$ cat src/rtl/wb_pkg.sv
// ============================================================================
// wb_pkg : shared types and constants for the write-back scheduler
// Rev 1.0
// ============================================================================
`default_nettype none

package wb_pkg;

  localparam int WB_DW = 16;
  localparam int WB_AW = 3;

  localparam logic [WB_AW-1:0] PC_ADDR = 3'd3;

  localparam logic SRC_ALU = 1'b0;
  localparam logic SRC_MEM = 1'b1;

  typedef struct packed {
    logic [WB_AW-1:0] addr;
    logic [WB_DW-1:0] data;
    logic [WB_DW-1:0] flags;
    logic             wf;
  } wb_beat_t;

endpackage

`default_nettype wire

$ cat src/rtl/wb_hold.sv
// ============================================================================
// wb_hold : one-entry buffer parking a memory beat that lost arbitration
// Rev 1.0
// ============================================================================
`default_nettype none

module wb_hold
  import wb_pkg::*;
(
  input  logic     clk,
  input  logic     rst,
  input  logic     load_i,
  input  logic     drain_i,
  input  wb_beat_t beat_i,
  output logic     full_o,
  output wb_beat_t beat_o
);

  logic     full_q, full_d;
  wb_beat_t beat_q, beat_d;

  // Load only happens while empty and drain only while full, so they never overlap.
  always_comb begin
    full_d = full_q;
    beat_d = beat_q;
    if (load_i) begin
      full_d = 1'b1;
      beat_d = beat_i;
    end else if (drain_i) begin
      full_d = 1'b0;
    end
  end

  always_ff @(posedge clk or posedge rst) begin
    if (rst) begin
      full_q <= 1'b0;
      beat_q <= '0;
    end else begin
      full_q <= full_d;
      beat_q <= beat_d;
    end
  end

  assign full_o = full_q;
  assign beat_o = beat_q;

endmodule

`default_nettype wire

$ cat src/rtl/wb_sched.sv
// ============================================================================
// wb_sched : register scoreboard and ALU/memory write-back arbiter feeding
//            the single register-file write port
// Rev 1.0
// ============================================================================
`default_nettype none

module wb_sched
  import wb_pkg::*;
#(
  parameter int DW = 16,
  parameter int AW = 3
) (
  input  logic          clk,
  input  logic          rst,
  input  logic          iss_valid,
  output logic          iss_ready,
  input  logic [AW-1:0] iss_a_addr,
  input  logic [AW-1:0] iss_b_addr,
  input  logic [AW-1:0] iss_dest_addr,
  input  logic          iss_dest_wr,
  input  logic          alu_wb_valid,
  input  logic [AW-1:0] alu_wb_addr,
  input  logic [DW-1:0] alu_wb_data,
  input  logic [DW-1:0] alu_wb_flags,
  input  logic          alu_wb_wf,
  input  logic          mem_wb_valid,
  output logic          mem_wb_ready,
  input  logic [AW-1:0] mem_wb_addr,
  input  logic [DW-1:0] mem_wb_data,
  input  logic [DW-1:0] mem_wb_flags,
  input  logic          mem_wb_wf,
  output logic          dest_r_wr,
  output logic [AW-1:0] dest_r_addr,
  output logic [DW-1:0] alu_r,
  output logic          dest_w_flags,
  output logic [DW-1:0] alu_flags
);

  localparam int NREG = 1 << AW;

  logic [NREG-1:0] pending_q, pending_d;
  logic [NREG-1:0] w_clr, w_set, w_busy;
  logic            dest_r_wr_q, dest_r_wr_d;
  logic [AW-1:0]   dest_r_addr_q, dest_r_addr_d;
  logic [DW-1:0]   alu_r_q, alu_r_d;
  logic            dest_w_flags_q, dest_w_flags_d;
  logic [DW-1:0]   alu_flags_q, alu_flags_d;

  wb_beat_t w_alu_beat, w_mem_beat, w_hold_beat, w_win_beat;
  logic     w_hold_full, w_mem_acc, w_hold_load, w_hold_drain;
  logic     w_win, w_src;

  // Scoreboard: a bit being written back this cycle is free thanks to the RF bypass.
  assign w_clr  = dest_r_wr_q ? (pending_q & (NREG'(1) << dest_r_addr_q)) : '0;
  assign w_busy = pending_q & ~w_clr;

  assign iss_ready = ~rst & ~w_hold_full
                   & ~w_busy[iss_a_addr] & ~w_busy[iss_b_addr]
                   & ~(iss_dest_wr & w_busy[iss_dest_addr]);

  assign w_set = (iss_valid & iss_ready & iss_dest_wr && iss_dest_addr != PC_ADDR)
               ? (NREG'(1) << iss_dest_addr) : '0;

  // Set is OR'ed in after the clear so a same-cycle collision keeps the bit.
  assign pending_d = (pending_q & ~w_clr) | w_set;

  assign mem_wb_ready = ~w_hold_full;
  assign w_mem_acc    = mem_wb_valid & ~w_hold_full;
  assign w_hold_load  = alu_wb_valid & w_mem_acc;
  assign w_hold_drain = ~alu_wb_valid & w_hold_full;

  assign w_alu_beat = '{addr: alu_wb_addr, data: alu_wb_data, flags: alu_wb_flags, wf: alu_wb_wf};
  assign w_mem_beat = '{addr: mem_wb_addr, data: mem_wb_data, flags: mem_wb_flags, wf: mem_wb_wf};

  wb_hold u_hold (
    .clk     (clk),
    .rst     (rst),
    .load_i  (w_hold_load),
    .drain_i (w_hold_drain),
    .beat_i  (w_mem_beat),
    .full_o  (w_hold_full),
    .beat_o  (w_hold_beat)
  );

  // ALU always wins; on the memory side a parked beat goes ahead of a fresh one.
  assign w_src      = alu_wb_valid ? SRC_ALU : SRC_MEM;
  assign w_win      = alu_wb_valid | w_hold_full | w_mem_acc;
  assign w_win_beat = (w_src == SRC_ALU) ? w_alu_beat
                    : (w_hold_full ? w_hold_beat : w_mem_beat);

  always_comb begin
    dest_r_wr_d    = w_win;
    dest_w_flags_d = w_win & w_win_beat.wf;
    dest_r_addr_d  = dest_r_addr_q;
    alu_r_d        = alu_r_q;
    alu_flags_d    = alu_flags_q;
    if (w_win) begin
      dest_r_addr_d = w_win_beat.addr;
      alu_r_d       = w_win_beat.data;
      alu_flags_d   = w_win_beat.flags;
    end
  end

  always_ff @(posedge clk or posedge rst) begin
    if (rst) begin
      pending_q      <= '0;
      dest_r_wr_q    <= 1'b0;
      dest_r_addr_q  <= '0;
      alu_r_q        <= '0;
      dest_w_flags_q <= 1'b0;
      alu_flags_q    <= '0;
    end else begin
      pending_q      <= pending_d;
      dest_r_wr_q    <= dest_r_wr_d;
      dest_r_addr_q  <= dest_r_addr_d;
      alu_r_q        <= alu_r_d;
      dest_w_flags_q <= dest_w_flags_d;
      alu_flags_q    <= alu_flags_d;
    end
  end

  assign dest_r_wr    = dest_r_wr_q;
  assign dest_r_addr  = dest_r_addr_q;
  assign alu_r        = alu_r_q;
  assign dest_w_flags = dest_w_flags_q;
  assign alu_flags    = alu_flags_q;

endmodule

`default_nettype wire

$ cat config.mk
export PLATFORM = sky130hd
export DESIGN_NAME = wb_sched
export DESIGN_NICKNAME = d
export VERILOG_FILES = /design/src/rtl/wb_pkg.sv /design/src/rtl/wb_hold.sv /design/src/rtl/wb_sched.sv
export SDC_FILE = /design/constraint.sdc
export NUM_CORES = 1
export LEC_CHECK = 0
export CORE_MARGIN = 2
export CORE_UTILIZATION = 44
export CTS_BUF_LIST = sky130_fd_sc_hd__clkbuf_2
export CTS_CLUSTER_DIAMETER = 200
export DETAILED_ROUTE_END_ITERATION = 10
export GPL_TIMING_DRIVEN = 0
export PLACE_DENSITY = 0.79
export SYNTH_ARGS = -nofsm -noshare
export SYNTH_HDL_FRONTEND = slang
export SYNTH_SLANG_ARGS = --single-unit
$ cat constraint.sdc
create_clock -name clk -period 2.6 [get_ports clk]
set_clock_uncertainty 0.15 [all_clocks]
set_input_delay 0.26 -clock clk [delete_from_list [all_inputs] [get_ports clk]]
set_output_delay 0.26 -clock clk [all_outputs]
set_load 0.01 [all_outputs]
# Yosys cells after proc, flatten, opt, wreduce, memory -nomap -nowiden
# Index checks and enable logic that the tools add are counted.
[totals]
ff_bits = 82
in_bits = 87
out_inout_bits = 39
elab_cells = 54
[op_classes]
magnitude_cmp = 3
eq_ne = 1
shifts = 2
mux = 12
n_bitwise = 23
reduce_logical = 2
[op_table]
columns = ["cell", "count"]
rows = [
  ["two-way mux 36 bit", 2],
  ["bitwise AND 8 bit", 2],
  ["two-way mux 8 bit", 2],
  ["left shift 1 x 3 -> 8 bit, first input constant", 2],
  ["less-than comparator 3 x 4 -> 1 bit, second input constant", 3],
  ["bitwise AND 1 bit", 11],
  ["binary-select mux 1 bit (select 3 bit)", 3],
  ["inverter 8 bit", 1],
  ["bitwise OR 8 bit", 1],
  ["inverter 1 bit", 6],
  ["two-way mux 1 bit", 5],
  ["inequality test 3 x 2 -> 1 bit, second input constant", 1],
  ["bitwise OR 1 bit", 2],
  ["nonzero test 2 bit", 1],
  ["logical AND 1 bit", 1],
]

# Depth between registers and ports, before layout
# Gate-level depths: netlist of run 1.
[depth]
depth_word = 16
mapped_depth = 7

# Hierarchy
# A second synthesis of run 1 with hierarchy kept.
[unflattened]
hier_cells = 408
area_unflattened_um2 = 4184.0
[modules_own_cells]
columns = ["mod", "n_inst", "cells_each", "area_per_inst_um2", "seq_area_each_um2"]
rows = [
  ["wb_sched", 1, 328, 2657.5, 1126.1],
  ["wb_hold", 1, 80, 1526.5, 925.9],
]

# Worst setup path after synthesis of run 1
# OpenSTA, ideal clock, no wires.
[synth_path]
path_kind = "reg2out"
from = "register dest_r_addr_q[1] (netlist: dest_r_addr[1])"
to = "output iss_ready"
arrival_time_ns = 2.062
required_ns = 2.190
slack_ns = 0.128
stages_incl_launch_ff = 7
path_buffers = 1
cell_sequence = "dfrtp_1 buf_4 and4bb_2 o32ai_1 mux4_2 a311o_4 nor3_1"
[synth_via]
elab_chain_len = 11
word_cells_on_any_way = 18
[synth_lines]
columns = ["element", "line", "rtl"]
rows = [
  ["start: declaration", "wb_sched.sv:45", "logic [AW-1:0] dest_r_addr_q, dest_r_addr_d;"],
  ["start signal: assignment", "wb_sched.sv:116", "dest_r_addr_q <= dest_r_addr_d;"],
  ["left shift 1 x 3 -> 8 bit *", "wb_sched.sv:55", "assign w_clr = dest_r_wr_q ? (pending_q & (NREG'(1) << dest_r_addr_q)) : '0;"],
  ["bitwise AND 8 bit *", "wb_sched.sv:55", ""],
  ["two-way mux 8 bit *", "wb_sched.sv:55", ""],
  ["inverter 8 bit *", "wb_sched.sv:56", "assign w_busy = pending_q & ~w_clr;"],
  ["bitwise AND 8 bit *", "wb_sched.sv:56", ""],
  ["binary-select mux 1 bit (select 3 bit)", "wb_sched.sv:59", "& ~w_busy[iss_a_addr] & ~w_busy[iss_b_addr]"],
  ["two-way mux 1 bit (implied by the code)", "wb_sched.sv:59", ""],
  ["inverter 1 bit", "wb_sched.sv:59", ""],
  ["bitwise AND 1 bit (2 in series)", "wb_sched.sv:59", ""],
  ["bitwise AND 1 bit *", "wb_sched.sv:60", "& ~(iss_dest_wr & w_busy[iss_dest_addr]);"],
  ["end: declaration", "wb_sched.sv:17", "output logic iss_ready,"],
]
# Every way passes the cells marked *; elsewhere a longest branch is shown, timed or not. The select of a mux whose other input is x is not followed.

# Worst setup path in the final report of run 1
[layout_path]
from = "register dest_r_addr_q[0] (netlist: dest_r_addr[0])"
to = "output iss_ready"
# Same word-level chain as after synthesis.

==> summary.md, run 1 <==
| Metric | Value |
|---|---|
| Syn nets | 492 |
| Reg clk slew, reported paths | 0.26 ns |
| Fmax | 336 MHz |
| Met2 Usage GRT | 40.3% |
| Crit path kind | flop to output pin |
| Initial antenna violation count | 0 |
| Routed via count | 3759 |
| Top cells by area, synth | dfrtp_1, mux2_2, o22ai_1, o21ai_0, nand2_1 |
| CTS tree | yes |
| Final Slew Violations | 0 |
| Final WL | 12100 um |
| Max Buffers Root-to-Sink | 2 |
| Drt wl/cell | 18.1 um |
| Clock sinks | 82 |
| Syn Inst Count | 405 |
| Syn_area_per_cell | 9.90 um^2 |
| Final net count | 642 |
| Row count | 34 |
| Grt met3 use | 5.27% |
| Maximum fanout along the worst path | 5 |
| Proportion of synthesized chip area in sequential cells | 51.2% |
| Netlist cell types | 41 |
| Die H | 99.4 um |
| Residual DRC | 0 |
| # diodes | 0 |
| Ports | 126 |
| Hpwl dp | 8740 um |
| Final Wtd Congestion | 0.925 |
| Worst-margin pin slew | 0.616 ns |
| Post-synth ARST share | 100% |
| Pwr Total | 3.16 mW |
| RSZ-0062 raised after global routing | yes |
| Period utilization | 115% |
| Min-Delay Path Class | input pin to flop |
| Slew HR | 58.9% |
| Vias per cell | 5.63 |
| Initial Utilization | 45.7% |
| Fin crit period | 2.98 ns |
| Leak pwr | 2.37 nW |
| Outcome | complete, but fails checks |
| Crit. End Element | output pin |
| Grt ovf | 0 |
| Drt pass-1 iters | 4 |
| CTS Buf Count | 9 |
| Fin worst setup slack | -0.380 ns |
| Failing checks | setup timing |
| Most common cell after layout, fill and taps aside | clkdlybuf4s50_1 |
| Type of origin of the critical path | flop |
| Vias in the first global route | 3812 |
| Maximum vdd drop | 0.000303 V |
| Setup TNS | -0.383 ns |
| Synth Flop Type | dfrtp_1 |
| Number of synthesis warnings | 0 |
| Post-Syn Area | 4010 um^2 |
| Die area | 9890 um^2 |
| Area of the multi-input gates | 1880 um^2 |
| Clock Latency Late Sink | 0.53 ns |
| Most frequent cells in the layout | clkdlybuf4s50_1, dfrtp_1, nand2_1 |
| Fillcell total | 725 |
| Sequential cell area | 2050 um^2 |
| Detailed router's first-iteration violation count | 250 |
| ANT nets after route | 0 |
| Ratio of cells with drive above 1 in the final layout | 16.6% |
| Crit path DAT | 2.57 ns |
| Required time of the critical path | 2.19 ns |
| Setup-failing EPs final | 2 |
| Clock tree root driver cell | clkbuf_2 |
| Max-cap violation count | 0 |
| Grt met1 use | 32.7% |
| First-pass GRT wire length | 19100 um |
| Buffers on Ports | 123 |
| Die W | 99.4 um |
| Global-route usage over all layers | 24.5% |
| Final hold vios | 0 |
| Seq cells post-synth | 82 |
| Post-synth top area cell | dfrtp_1 |
| Pwr Density | 549 nW/um^2 |
| Area Growth Syn to Fin | 43.5% |
| CORE AREA | 8760 um^2 |
| Largest net degree at the start of global routing | 64 |
| GRT Max-Usage Layer | met2 |
| Yosys top cell area share | 51.2% |
| Htree depth | 3 |
| Post-synth EDFFs | 0 |
## metrics by stage
step / utilization, % / hold WS, ns / worst slack (ns) / area (um^2) / cells
finish: 65.6 / 0.120 / -0.380 / 5750 / 668
global route: 65.6 / 0.0754 / -0.541 / 5750 / 668
CTS: 64.3 / 0.0736 / -0.455 / 5640 / 664
detailed placement: 61.7 / 0.321 / -0.381 / 5400 / 637
floorplan: - / 0.220 / 0.0816 / 4010 / 405
global placement: 61.3 / 0.315 / -1.26 / 5370 / 636
## metal layers
layer  vias up  wire length (um)
met5         -                 0
met4         0               181
met3        15               823
met2       154              6000
met1      1808              5100
li1       1782                 -
## repair_timing
item,4_1_cts,5_1_grt
hold buffers,2,0
setup endpoints to repair,2,9
gates cloned,1,0
setup buffers,10,4
resized for setup,11,11
hold endpoints to repair,20,0
pin swaps,7,6
## cells in the mapped netlist (2+ instances only)
master / n
and4b_1: 3
clkbuf_1: 22
buf_1: 4
nor2_1: 38
nor2b_1: 2
mux4_2: 2
o21ai_0: 37
a21oi_1: 35
o41ai_1: 6
o2bb2ai_1: 2
nand4b_1: 2
buf_6: 2
o22ai_1: 36
inv_1: 9
mux2_2: 34
nand4_1: 2
nand3_1: 2
nand2_1: 49
o32ai_1: 7
and4bb_1: 2
nand2b_1: 8
dfrtp_1: 82
## flip-flops by register name, indices dropped and copies added (netlist names)
name,flops
u_hold.beat_o,36
alu_r,16
alu_flags,16
u_hold.full_o,1
pending_q,8
dest_r_addr,3
dest_r_wr,1
dest_w_flags,1
## worst paths after layout
kind                                    from           endpoint  slack, ns  cells past startpoint
min in group asynchronous                rst       pending_q[4]       0.45                      3
min                                alu_wb_wf       dest_w_flags       0.12                      3
max reg2reg                   dest_r_addr[2]       pending_q[0]          0                      7
max                           dest_r_addr[0]          iss_ready      -0.38                      8
min reg2reg                u_hold.beat_o[35]  u_hold.beat_o[35]       0.36                      2
max in group asynchronous                rst     dest_r_addr[1]       1.23                      4
## worst max-delay path, cell delays in order (launching register included)
cell and delay [ns]:
dfrtp_1 0.43, buf_6 0.14, and4bb_1 0.23, buf_4 0.15
nand2b_1 0.19, mux4_2 0.51, o21ai_4 0.22, nor3_2 0.06
buf_2 0.14
## power by group
group	switching (mW)	internal (mW)
sequential	0.107	1.46
combinational	0.395	0.486
clock	0.472	0.240
## kinds of logic after synthesis
| kind of cell | Yosys count | synth area share, % |
|---|---|---|
| AOI/OAI and AO/OA | 130 | 19.5 |
| and+or+nand+nor | 117 | 14.4 |
| DFF | 82 | 51.2 |
| muxes | 36 | 10.7 |
| buffers and inverters | 40 | 4.25 |
## cell type report
type	count	area share, %
Sequential cell	82	35.7
Multi-Input combinational cell	283	32.8
Timing Repair Buffer	141	24.1
Tap cell	108	2.35
Buffer	28	2.15
Clock inverter	6	1.31
Clock buffer	10	0.871
Inverter	10	0.762
No activity file was read; power rests on OpenSTA's default activity.
==> run 2: changes to the inputs <==
- CORE_MARGIN: 2 -> 3
==> run 2 against run 1 <==
Compared with the run above:
- the flow still finishes with violations (setup timing)
- non-clock buffer count is 3 lower
- utilization is 1.4 points lower
- via count rose by 2.4%
- largest power group unchanged
- highest routed layer unchanged
==> summary.md, run 2 (same netlist as run 1, synthesis figures left out) <==
| Metric | Value |
|---|---|
| Outcome | complete, but fails checks |
| Failing checks | setup timing |
| Maximum fanout along the worst path | 10 |
| Final WL | 11800 um |
| Pwr Density | 543 nW/um^2 |
| Fin util | 64.2% |
| Grt ovf | 0 |
| Vias in the first global route | 3939 |
| Fmax | 328 MHz |
| Drt wl/cell | 17.7 um |
| Buffers on Ports | 123 |
| Fin crit period | 3.05 ns |
| Hpwl dp | 8570 um |
| Initial antenna violation count | 1 |
| Ratio of cells with drive above 1 in the final layout | 14.7% |
| Crit. End Element | output pin |
| Most common cell after layout, fill and taps aside | clkdlybuf4s50_1 |
| First-pass GRT wire length | 18900 um |
| Die W | 101 um |
| Fin worst setup slack | -0.453 ns |
| Crit path kind | flop to output pin |
| Die H | 101 um |
| Slew HR | 57.4% |
| Final Slew Violations | 0 |
| Min-Delay Path Class | input pin to flop |
| Final hold vios | 0 |
| Max-cap violation count | 0 |
| Vias per cell | 5.78 |
| Crit path DAT | 2.64 ns |
| Type of origin of the critical path | flop |
| Detailed router's first-iteration violation count | 228 |
| CTS tree | yes |
| Post-DP Area | 5400 um^2 |
| Final Wtd Congestion | 0.955 |
| Setup-failing EPs final | 7 |
| Required time of the critical path | 2.19 ns |
| Max FFs per register | 36 |
| Drt pass-1 iters | 5 |
| Routed via count | 3851 |
| Ports | 126 |
| Clock sinks | 82 |
| Htree depth | 3 |
| Max Buffers Root-to-Sink | 2 |
| Initial Utilization | 45.7% |
| Die area | 10300 um^2 |
| Period utilization | 117% |
| CORE AREA | 8760 um^2 |
| Residual DRC | 0 |
| Reg clk slew, reported paths | 0.20 ns |
| Worst-margin pin slew | 0.639 ns |
| Most frequent cells in the layout | clkdlybuf4s50_1, dfrtp_1, nand2_1 |
| Final net count | 639 |
| RSZ-0062 raised after global routing | yes |
| Largest net degree at the start of global routing | 76 |
| Clock tree root driver cell | clkbuf_2 |
| Global-route usage over all layers | 23.5% |
| Row count | 34 |
| Area Growth Syn to Fin | 40.3% |
| Leak pwr | 2.27 nW |
| Clock Latency Late Sink | 0.50 ns |
| Maximum vdd drop | 0.000261 V |
| Fin area | 5620 um^2 |
| ANT nets after route | 0 |
| CTS Buf Count | 9 |
run 2: cell types whose count changed in the layout (fill, tap and decap cells not counted), moves of 2 or more:
cell      delta
o41ai_1      +5
o41ai_4      -2
clkinv_4     -2
clkinv_1     +2
o41ai_2      -3
run 2: through the flow:
| step | setup WS [ns] | power [mW] | hold slack [ns] | TNS [ns] | cells |
|---|---|---|---|---|---|
| 3_3_place_gp | -1.22 | 2.36 | 0.315 | -99.82 | 636 |
| 2_1_floorplan | 0.0816 | 1.98 | 0.220 | 0 | 405 |
| 5_1_grt | -0.577 | 3.22 | 0.0459 | -1.51 | 666 |
| 4_1_cts | -0.443 | 3.07 | 0.0113 | -0.583 | 664 |
| 6_report | -0.453 | 3.05 | 0.0499 | -0.795 | 666 |
| 3_5_place_dp | -0.404 | 2.40 | 0.321 | -0.404 | 637 |
run 2: path summary, 6_finish.rpt:
kind,slack (ns),endpoint,start,cells past startpoint
worst max register to register,-0.08,pending_q[7],dest_r_addr[1],7
worst min register to register,0.36,u_hold.beat_o[35],u_hold.beat_o[35],2
min in group asynchronous,0.41,alu_flags[4],rst,3
worst min-delay path,0.05,u_hold.full_o,mem_wb_valid,3
worst max-delay path,-0.45,iss_ready,dest_r_addr[1],7
max in group asynchronous,1.28,alu_r[13],rst,4
run 2: layout make-up:
class / count / area (um^2)
repair buffers: 138 / 1360
well taps: 108 / 135
clock buffers: 10 / 50.0
multi-input cells: 283 / 1800
diodes: 1 / 2.50
inverters: 10 / 43.8
fillers: 710 / 3140
clock inverters: 6 / 57.6
plain buffers: 28 / 128
flip-flops and latches: 82 / 2050
run 2: routing by layer:
layer	vias up	GRT usage, %	share of wire, %
met4	0	9.92	2.4
met3	28	3.72	6.9
met2	177	39.4	50
met1	1867	30.4	41
li1	1779	-	-
met5	-	0	0
run 2: worst max-delay path: stages (launching register included):
cell	delay [ns]
dfrtp_1	0.42
buf_4	0.17
and4bb_1	0.31
o32ai_1	0.10
mux4_2	0.49
a311o_4	0.40
nor3_2	0.12
buf_2	0.15
run 2: timing repair:
| action | 4_1_cts | 5_1_grt |
|---|---|---|
| setup endpoints to repair | 2 | 24 |
| resized for setup | 7 | 3 |
| pin swaps | 6 | 1 |
| cloned | 1 | 0 |
| hold buffers | 1 | 0 |
| endpoints found under the hold margin | 7 | 0 |
| buffers inserted | 11 | 1 |
run 2: power by group:
part           switching, mW  total [mW]  internal [mW]
clock                  0.426       0.643          0.218
combinational          0.373       0.843          0.471
sequential             0.106        1.56           1.46
total                  0.904        3.05           2.15
